### src/rtl/mem_write_tracer_if.sv
// Data-memory write bus snooped by mem_write_tracer.
// Handshake: write_enable is a per-cycle strobe. Every rising clk edge that
// sees write_enable=1 is exactly one store of {address_to_mem, data_to_mem}.
// There is no ready/back-pressure path: the observer accepts every store.
interface mem_write_tracer_if #(
   parameter int ADDR_W = 32,
   parameter int DATA_W = 32
);
   logic              write_enable;
   logic [ADDR_W-1:0] address_to_mem;
   logic [DATA_W-1:0] data_to_mem;

   // CPU side drives the bus
   modport master (output write_enable, address_to_mem, data_to_mem);
   // Tracer side only observes it
   modport slave  (input  write_enable, address_to_mem, data_to_mem);
endinterface

### src/rtl/mem_write_tracer.sv
// Run monitor for the single-cycle CPU: traces committed stores into a
// circular buffer, counts RUN cycles and ends the run on a store to
// HALT_ADDR (HALTED) or on reaching MAX_CYCLES (TIMEOUT).
// Optional feature: define TRACE_FILTER_EN to add filt_lo/filt_hi inputs that
// restrict which store addresses are traced (halt detection is unaffected).
module mem_write_tracer #(
   parameter int                ADDR_W     = 32,
   parameter int                DATA_W     = 32,
   parameter int                DEPTH      = 16,
   parameter int                CNT_W      = 16,
   parameter int                MAX_CYCLES = 250,
   parameter logic [ADDR_W-1:0] HALT_ADDR  = ADDR_W'(32'hFC),
   parameter logic [DATA_W-1:0] PASS_VALUE = DATA_W'(32'h1),
   localparam int               IDX_W      = $clog2(DEPTH)
) (
   input  logic               clk,
   input  logic               reset,
   mem_write_tracer_if.slave  mem_bus,
   input  logic [IDX_W-1:0]   rd_idx,
   output logic [ADDR_W-1:0]  rd_addr,
   output logic [DATA_W-1:0]  rd_data,
   output logic               rd_valid,
   output logic [IDX_W:0]     trace_count,
   output logic               overflow,
   output logic [CNT_W-1:0]   cycle_count,
   output logic               done,
   output logic               pass,
   output logic               timed_out,
   output logic [DATA_W-1:0]  halt_data,
`ifdef TRACE_FILTER_EN
   input  logic [ADDR_W-1:0]  filt_lo,
   input  logic [ADDR_W-1:0]  filt_hi,
`endif
   output logic [1:0]         state_dbg
);

   typedef enum logic [1:0] {
      S_IDLE    = 2'd0,
      S_RUN     = 2'd1,
      S_HALTED  = 2'd2,
      S_TIMEOUT = 2'd3
   } state_t;

   localparam logic [CNT_W-1:0] LIMIT_M1 = CNT_W'(MAX_CYCLES - 1);
   localparam logic [IDX_W:0]   FULL_CNT = (IDX_W + 1)'(DEPTH);

   state_t            state;
   logic [IDX_W-1:0]  wr_ptr;
   logic [ADDR_W-1:0] buf_addr [DEPTH];
   logic [DATA_W-1:0] buf_data [DEPTH];

   logic in_run;
   logic in_window;
   logic halt_hit;
   logic limit_hit;
   logic capture;
   logic full;
   logic [IDX_W-1:0] oldest;
   logic [IDX_W-1:0] phys_idx;

`ifdef TRACE_FILTER_EN
   assign in_window = (mem_bus.address_to_mem >= filt_lo) &&
                      (mem_bus.address_to_mem <= filt_hi);
`else
   assign in_window = 1'b1;
`endif

   assign in_run    = (state == S_RUN);
   assign halt_hit  = in_run && mem_bus.write_enable &&
                      (mem_bus.address_to_mem == HALT_ADDR);
   assign limit_hit = in_run && (cycle_count == LIMIT_M1);
   // The halting store is traced like any other store (if inside the window)
   assign capture   = in_run && mem_bus.write_enable && in_window;
   assign full      = (trace_count == FULL_CNT);
   assign state_dbg = state;

   // Run-control FSM plus trace bookkeeping; status outputs are set on the
   // same edge as the state change so they track the state register exactly
   always_ff @(posedge clk or posedge reset) begin
      if (reset) begin
         state       <= S_IDLE;
         wr_ptr      <= '0;
         trace_count <= '0;
         cycle_count <= '0;
         overflow    <= 1'b0;
         halt_data   <= '0;
         done        <= 1'b0;
         pass        <= 1'b0;
         timed_out   <= 1'b0;
      end else begin
         case (state)
            S_IDLE: state <= S_RUN;
            S_RUN: begin
               cycle_count <= cycle_count + CNT_W'(1);
               // Halt has priority over the cycle limit on the same edge
               if (halt_hit) begin
                  state     <= S_HALTED;
                  done      <= 1'b1;
                  pass      <= (mem_bus.data_to_mem == PASS_VALUE);
                  halt_data <= mem_bus.data_to_mem;
               end else if (limit_hit) begin
                  state     <= S_TIMEOUT;
                  done      <= 1'b1;
                  timed_out <= 1'b1;
               end
            end
            default: ; // HALTED and TIMEOUT are terminal until reset
         endcase
         if (capture) begin
            wr_ptr <= wr_ptr + IDX_W'(1);
            if (full) overflow <= 1'b1;
            else      trace_count <= trace_count + (IDX_W + 1)'(1);
         end
      end
   end

   // Trace storage; contents need no reset because trace_count gates reads
   always_ff @(posedge clk) begin
      if (capture) begin
         buf_addr[wr_ptr] <= mem_bus.address_to_mem;
         buf_data[wr_ptr] <= mem_bus.data_to_mem;
      end
   end

   // Combinational read port indexed from the oldest surviving entry
   always_comb begin
      oldest   = full ? wr_ptr : '0;
      phys_idx = oldest + rd_idx;
      rd_valid = ({1'b0, rd_idx} < trace_count);
      rd_addr  = rd_valid ? buf_addr[phys_idx] : '0;
      rd_data  = rd_valid ? buf_data[phys_idx] : '0;
   end

endmodule

### src/flat_wrapper.sv
// flat-port wrapper written by rule: the top's interface ports become plain ports
module mem_write_tracer_flat 
#(
   parameter int                ADDR_W     = 32,
   parameter int                DATA_W     = 32,
   parameter int                DEPTH      = 16,
   parameter int                CNT_W      = 16,
   parameter int                MAX_CYCLES = 250,
   parameter logic [ADDR_W-1:0] HALT_ADDR  = ADDR_W'(32'hFC),
   parameter logic [DATA_W-1:0] PASS_VALUE = DATA_W'(32'h1),
   localparam int               IDX_W      = $clog2(DEPTH)
)
  (clk, reset, rd_idx, rd_addr, rd_data, rd_valid, trace_count, overflow, cycle_count, done, pass, timed_out, halt_data, state_dbg, mem_bus_write_enable, mem_bus_address_to_mem, mem_bus_data_to_mem);
  mem_write_tracer_if #(.ADDR_W(ADDR_W), .DATA_W(DATA_W)) mem_bus_i ();
  input  logic clk;
  input  logic reset;
  input  logic [IDX_W-1:0] rd_idx;
  output logic [ADDR_W-1:0] rd_addr;
  output logic [DATA_W-1:0] rd_data;
  output logic rd_valid;
  output logic [IDX_W:0] trace_count;
  output logic overflow;
  output logic [CNT_W-1:0] cycle_count;
  output logic done;
  output logic pass;
  output logic timed_out;
  output logic [DATA_W-1:0] halt_data;
  output logic [1:0] state_dbg;
  input wire logic [$bits(mem_bus_i.write_enable)-1:0] mem_bus_write_enable;
  input wire logic [$bits(mem_bus_i.address_to_mem)-1:0] mem_bus_address_to_mem;
  input wire logic [$bits(mem_bus_i.data_to_mem)-1:0] mem_bus_data_to_mem;
  assign mem_bus_i.write_enable = mem_bus_write_enable;
  assign mem_bus_i.address_to_mem = mem_bus_address_to_mem;
  assign mem_bus_i.data_to_mem = mem_bus_data_to_mem;
  mem_write_tracer #(.ADDR_W(ADDR_W), .DATA_W(DATA_W), .DEPTH(DEPTH), .CNT_W(CNT_W), .MAX_CYCLES(MAX_CYCLES), .HALT_ADDR(HALT_ADDR), .PASS_VALUE(PASS_VALUE)) u_core (.clk(clk), .reset(reset), .mem_bus(mem_bus_i), .rd_idx(rd_idx), .rd_addr(rd_addr), .rd_data(rd_data), .rd_valid(rd_valid), .trace_count(trace_count), .overflow(overflow), .cycle_count(cycle_count), .done(done), .pass(pass), .timed_out(timed_out), .halt_data(halt_data), .state_dbg(state_dbg));
endmodule
### config.mk
export PLATFORM = sky130hd
export DESIGN_NAME = mem_write_tracer_flat
export DESIGN_NICKNAME = d
export VERILOG_FILES = /design/src/rtl/mem_write_tracer_if.sv /design/src/rtl/mem_write_tracer.sv /design/src/flat_wrapper.sv
export SDC_FILE = /design/constraint.sdc
export NUM_CORES = 1
export LEC_CHECK = 0
export BUFFER_PORTS_ARGS = -buffer_cell sky130_fd_sc_hd__buf_2
export CORE_MARGIN = 2
export CORE_UTILIZATION = 55
export CTS_BUF_LIST = sky130_fd_sc_hd__clkbuf_4
export DETAILED_ROUTE_END_ITERATION = 7
export PLACE_DENSITY_LB_ADDON = 0.2
export SYNTH_ARGS = -nofsm -noshare
export SYNTH_HDL_FRONTEND = slang
export SYNTH_SLANG_ARGS = --single-unit
### constraint.sdc
create_clock -name clk -period 4.3 [get_ports clk]
set_input_delay 0.215 -clock clk [delete_from_list [all_inputs] [get_ports clk]]
set_output_delay 0.215 -clock clk [all_outputs]
set_load 0.1 [all_outputs]
==> results by group <==
Routing
  – DRT iter0 DRCs: 1994
  – Pre-antenna DRT Iters: 5
  – Vias post-DR: 23114
  – Drt via density: approximately 6.1
  – Residual DRC: 0
  – Routed WL per cell: about 29 um
  – Total wire length: 108000 um
  – Routed Antenna Nets: 0

STA
  – Finish-stage setup viols: 64
  – Hold Fails Final Rpt: 0
  – Minimum clock period: 4.81 ns
  – RSZ-0062 raised after global routing: yes
  – Worst-Margin Slew: 1.14 ns
  – Fin Clk Skew: 0.0938 ns
  – Fin. max-slew vios: 0
  – Rel. slew slack: 24.0%
  – Part of the cycle the worst path needs: 112%
  – Final Worst Setup Slack: -0.507 ns
  – Fmax: roughly 210 MHz

Flow run
  – Max cap viols: 0

Yosys
  – Post-synth EDFFs: 1024
  – Post-synth top area cell: edfxtp_1
  – Post-Syn Area per Cell: about 22 um^2
  – Synth Area in Simple Gates: 2.09%
  – Top cells by area, synth: edfxtp_1 72%, mux4_2 13%, dfrtp_1 3.7%
  – Sequential cell area fraction in the yosys report: 75.6%
  – Post-synthesis xor/xnor area fraction: 0.471%
  – #FFs+latches synth: 1087
  – Most frequent cell after synthesis: edfxtp_1
  – Number of library cell types mapped by synthesis: 39
  – Post-synth top area share: 71.9%
  – Top_reg_cell synth: edfxtp_1
  – Main combinational cell family by area after synthesis: multiplexers
  – Mux share of post-synthesis cell area: between 10% and 20%
  – Synth Area in Adders: less than 1%
  – Syn Nets: approximately 2000
  – Yosys warns: 0
  – Synth top cells by count: 1024 x edfxtp_1, 256 x mux4_2, 97 x mux2_2
  – Async SR Flop Fraction: 5.80%
  – Synthesized area: 42700 um^2
  – Synthesized instance count: 1902
  – Compound-Gate Fraction of Synth Area: 2.40%

Clock tree
  – Skew-Pair Late Insertion Delay: 1.13 ns
  – Clk sinks: 1087
  – CTS HTree Levels: 5
  – Reg clk slew, reported paths: roughly 0.070 ns
  – Num CTS Buffers: between 200 and 300
  – Root Driver: clkbuf_4
  – Worst-case clock buffer depth: 4
  – CTS tree: built

Worst setup path
  – Cells on worst reg2reg path: 5
  – Crit path kind: reg -> out
  – Worst-path fanout max: 7
  – Internal reg-to-reg setup slack: 1.08 ns
  – Reg2reg end: u_core.buf_data[5][7]
  – Worst Setup End Kind: output pin
  – CP required: 4.09 ns
  – Worst Path Arrival: 4.59 ns
  – Worst reg2reg startpoint: u_core.state_dbg[1]
  – Critical Path Start Type: flop

Power
  – Int Pwr: 21.5 mW
  – Comb power frac: 34.7%
  – Reg power frac: roughly 39%
  – Net Sw Frac: 34.2%
  – Clock Power Share: 26.1%
  – Max rail drop VDD: 0.000513 V
  – Switching pwr: around 11 mW
  – Power Total: 32.8 mW
  – Pwr Density: 602 nW/um^2
  – P_leak: ~19 nW

Place
  – Port bufs: 194
  – GPL Wtd Cong: about 0.78
  – Cells after DPL: 3110
  – Post-DP HPWL: 55300 um
  – Pre-CTS setup slack: between 0.1 and 0.15 ns
  – Placed cell area: 46500 um^2

Hold path
  – Min-Delay Endpoint: u_core.buf_addr[3][16]
  – Min-delay src: mem_bus_address_to_mem[16]
  – HP Class: in -> reg
  – Hold depth: 2

Floorplan
  – Die footprint: 80000 um^2
  – Core ar.: 77200 um^2
  – Die W: 283 um
  – Row count: 102
  – I/O Pins: 195
  – Initial Utilization: 55.4%
  – Die H: 283 um

Layout
  – Non-Filler Instances: 3787
  – Synth-to-layout area growth: 27.4%
  – Number of fill cells: 4650
  – Design Area, Final: approximately 54000 um^2
  – Fin nets: between 2000 and 3000
  – Layout cell share with drive strength beyond 1: 48.2%

GRT
  – Largest net degree at the start of global routing: 47
  – Vias in the first global route: approximately 24000
  – Total GRT Usage: 27.7%
  – Antenna violations before repair: 2
  – Global-route wire length before repair: 157000 um
  – Global route total overflow: 0

Outcome
  – Outcome: complete, but fails checks
  – Failing checks: negative setup slack
[critical path, stage by stage (launching register included)]
cell and delay, ns:
dfrtp_2 0.42, inv_2 0.09, ha_4 0.15, nand4bb_4 0.17, nor2_4 0.14, ha_4 0.15
fa_4 0.65, buf_12 0.18, buf_12 0.15, buf_12 0.13, buf_4 0.13, clkbuf_16 0.16
mux4_2 0.31, mux2i_2 0.26, a221oi_4 0.14, buf_12 0.25
[power by group through the flow]
stage / sequential, mW / combinational [mW] / clock [mW]
6_report: 12.9 / 11.4 / 8.54
5_1_grt: 12.9 / 11.8 / 9.29
4_1_cts: 12.8 / 11.1 / 8.71
3_5_place_dp: 13.1 / 9.08 / 0
3_3_place_gp: 13.0 / 9.04 / 0
2_1_floorplan: 13.2 / 6.61 / 0
[routing by layer]
| metal | global-route usage [%] | up-vias | wire length, um |
|---|---|---|---|
| met5 | 0 | - | 0 |
| met4 | 8.60 | 0 | 2030 |
| met3 | 5.99 | 148 | 7440 |
| met2 | 46.5 | 1075 | 56400 |
| met1 | 36.7 | 12249 | 42300 |
| li1 | - | 9642 | - |
[area by class of cell]
cell class	instances	area [um^2]	area share, %
sequential	1087	32300	59.4
tap	1040	1300	2.39
inverter	11	46.3	0.0850
clock inverter	59	334	0.613
clock buffer	408	3060	5.62
timing repair buffer	489	5640	10.4
antenna	2	5.00	0.00919
multi-input combinational	691	11700	21.6
[what timing repair did]
action                     in CTS  in global routing
buffers inserted               40                 21
resized for setup             405                 99
pin swaps                      23                 31
gates cloned                   18                  5
hold buffers                  132                  0
hold endpoints to repair     1186                  0
setup endpoints to repair      64                 64
[how the worst max path moves through the flow]
stage / from / endpoint / slack, ns
3_3_place_gp: u_core.trace_count[0] / rd_addr[15] / 0.16
4_1_cts: u_core.trace_count[0] / rd_addr[11] / -0.57
6_report: u_core.trace_count[1] / rd_addr[1] / -0.51
3_5_place_dp: u_core.trace_count[0] / rd_addr[15] / 0.15
2_1_floorplan: u_core.trace_count[2] / rd_addr[0] / 0.07
5_1_grt: u_core.trace_count[1] / rd_addr[1] / -0.65
[sequential cells by signal, indices dropped and copies added, names as in the netlist]
name                cells
u_core.overflow         1
u_core.buf_data       512
u_core.wr_ptr           4
u_core.pass             1
u_core.cycle_count     16
u_core.halt_data       32
u_core.state_dbg        2
u_core.timed_out        1
u_core.done             1
u_core.trace_count      5
u_core.buf_addr       512
[cells by family after synthesis]
kind of cell | Yosys count
AOI/OAI and AO/OA | 78
xor gates and xnor gates | 23
adders and majority gates | 15
buffers and inverters | 124
DFF | 1087
muxes | 417
and+or+nand+nor | 158
[stage by stage]
stage               util [%]  hold WS (ns)  TNS [ns]
floorplan                  -         0.314         0
global placement        60.2         0.382         0
detailed placement      60.2         0.406         0
CTS                     69.8      0.000871    -29.57
global route            70.5        0.0366    -33.66
finish                  70.5        0.0870    -24.30
[cells in the final DEF (no fill, tap or decap), drive strengths merged, types with 8 or more instances in the layout]
cell type    Yosys  routed
a221oi          64      64
and2            18      18
buf             55     351
clkbuf          58     413
clkinv           0      52
dfrtp           63      63
dlygate4sd3      0     132
edfxtp        1024    1024
ha              14      14
inv             11      14
mux2            97      97
mux2i           64      64
mux4           256     256
nand2           16      16
nand4            8       8
nor3            67      67
nor4            15      15
xnor2           17      17
Power figures use the tool's default switching activity.
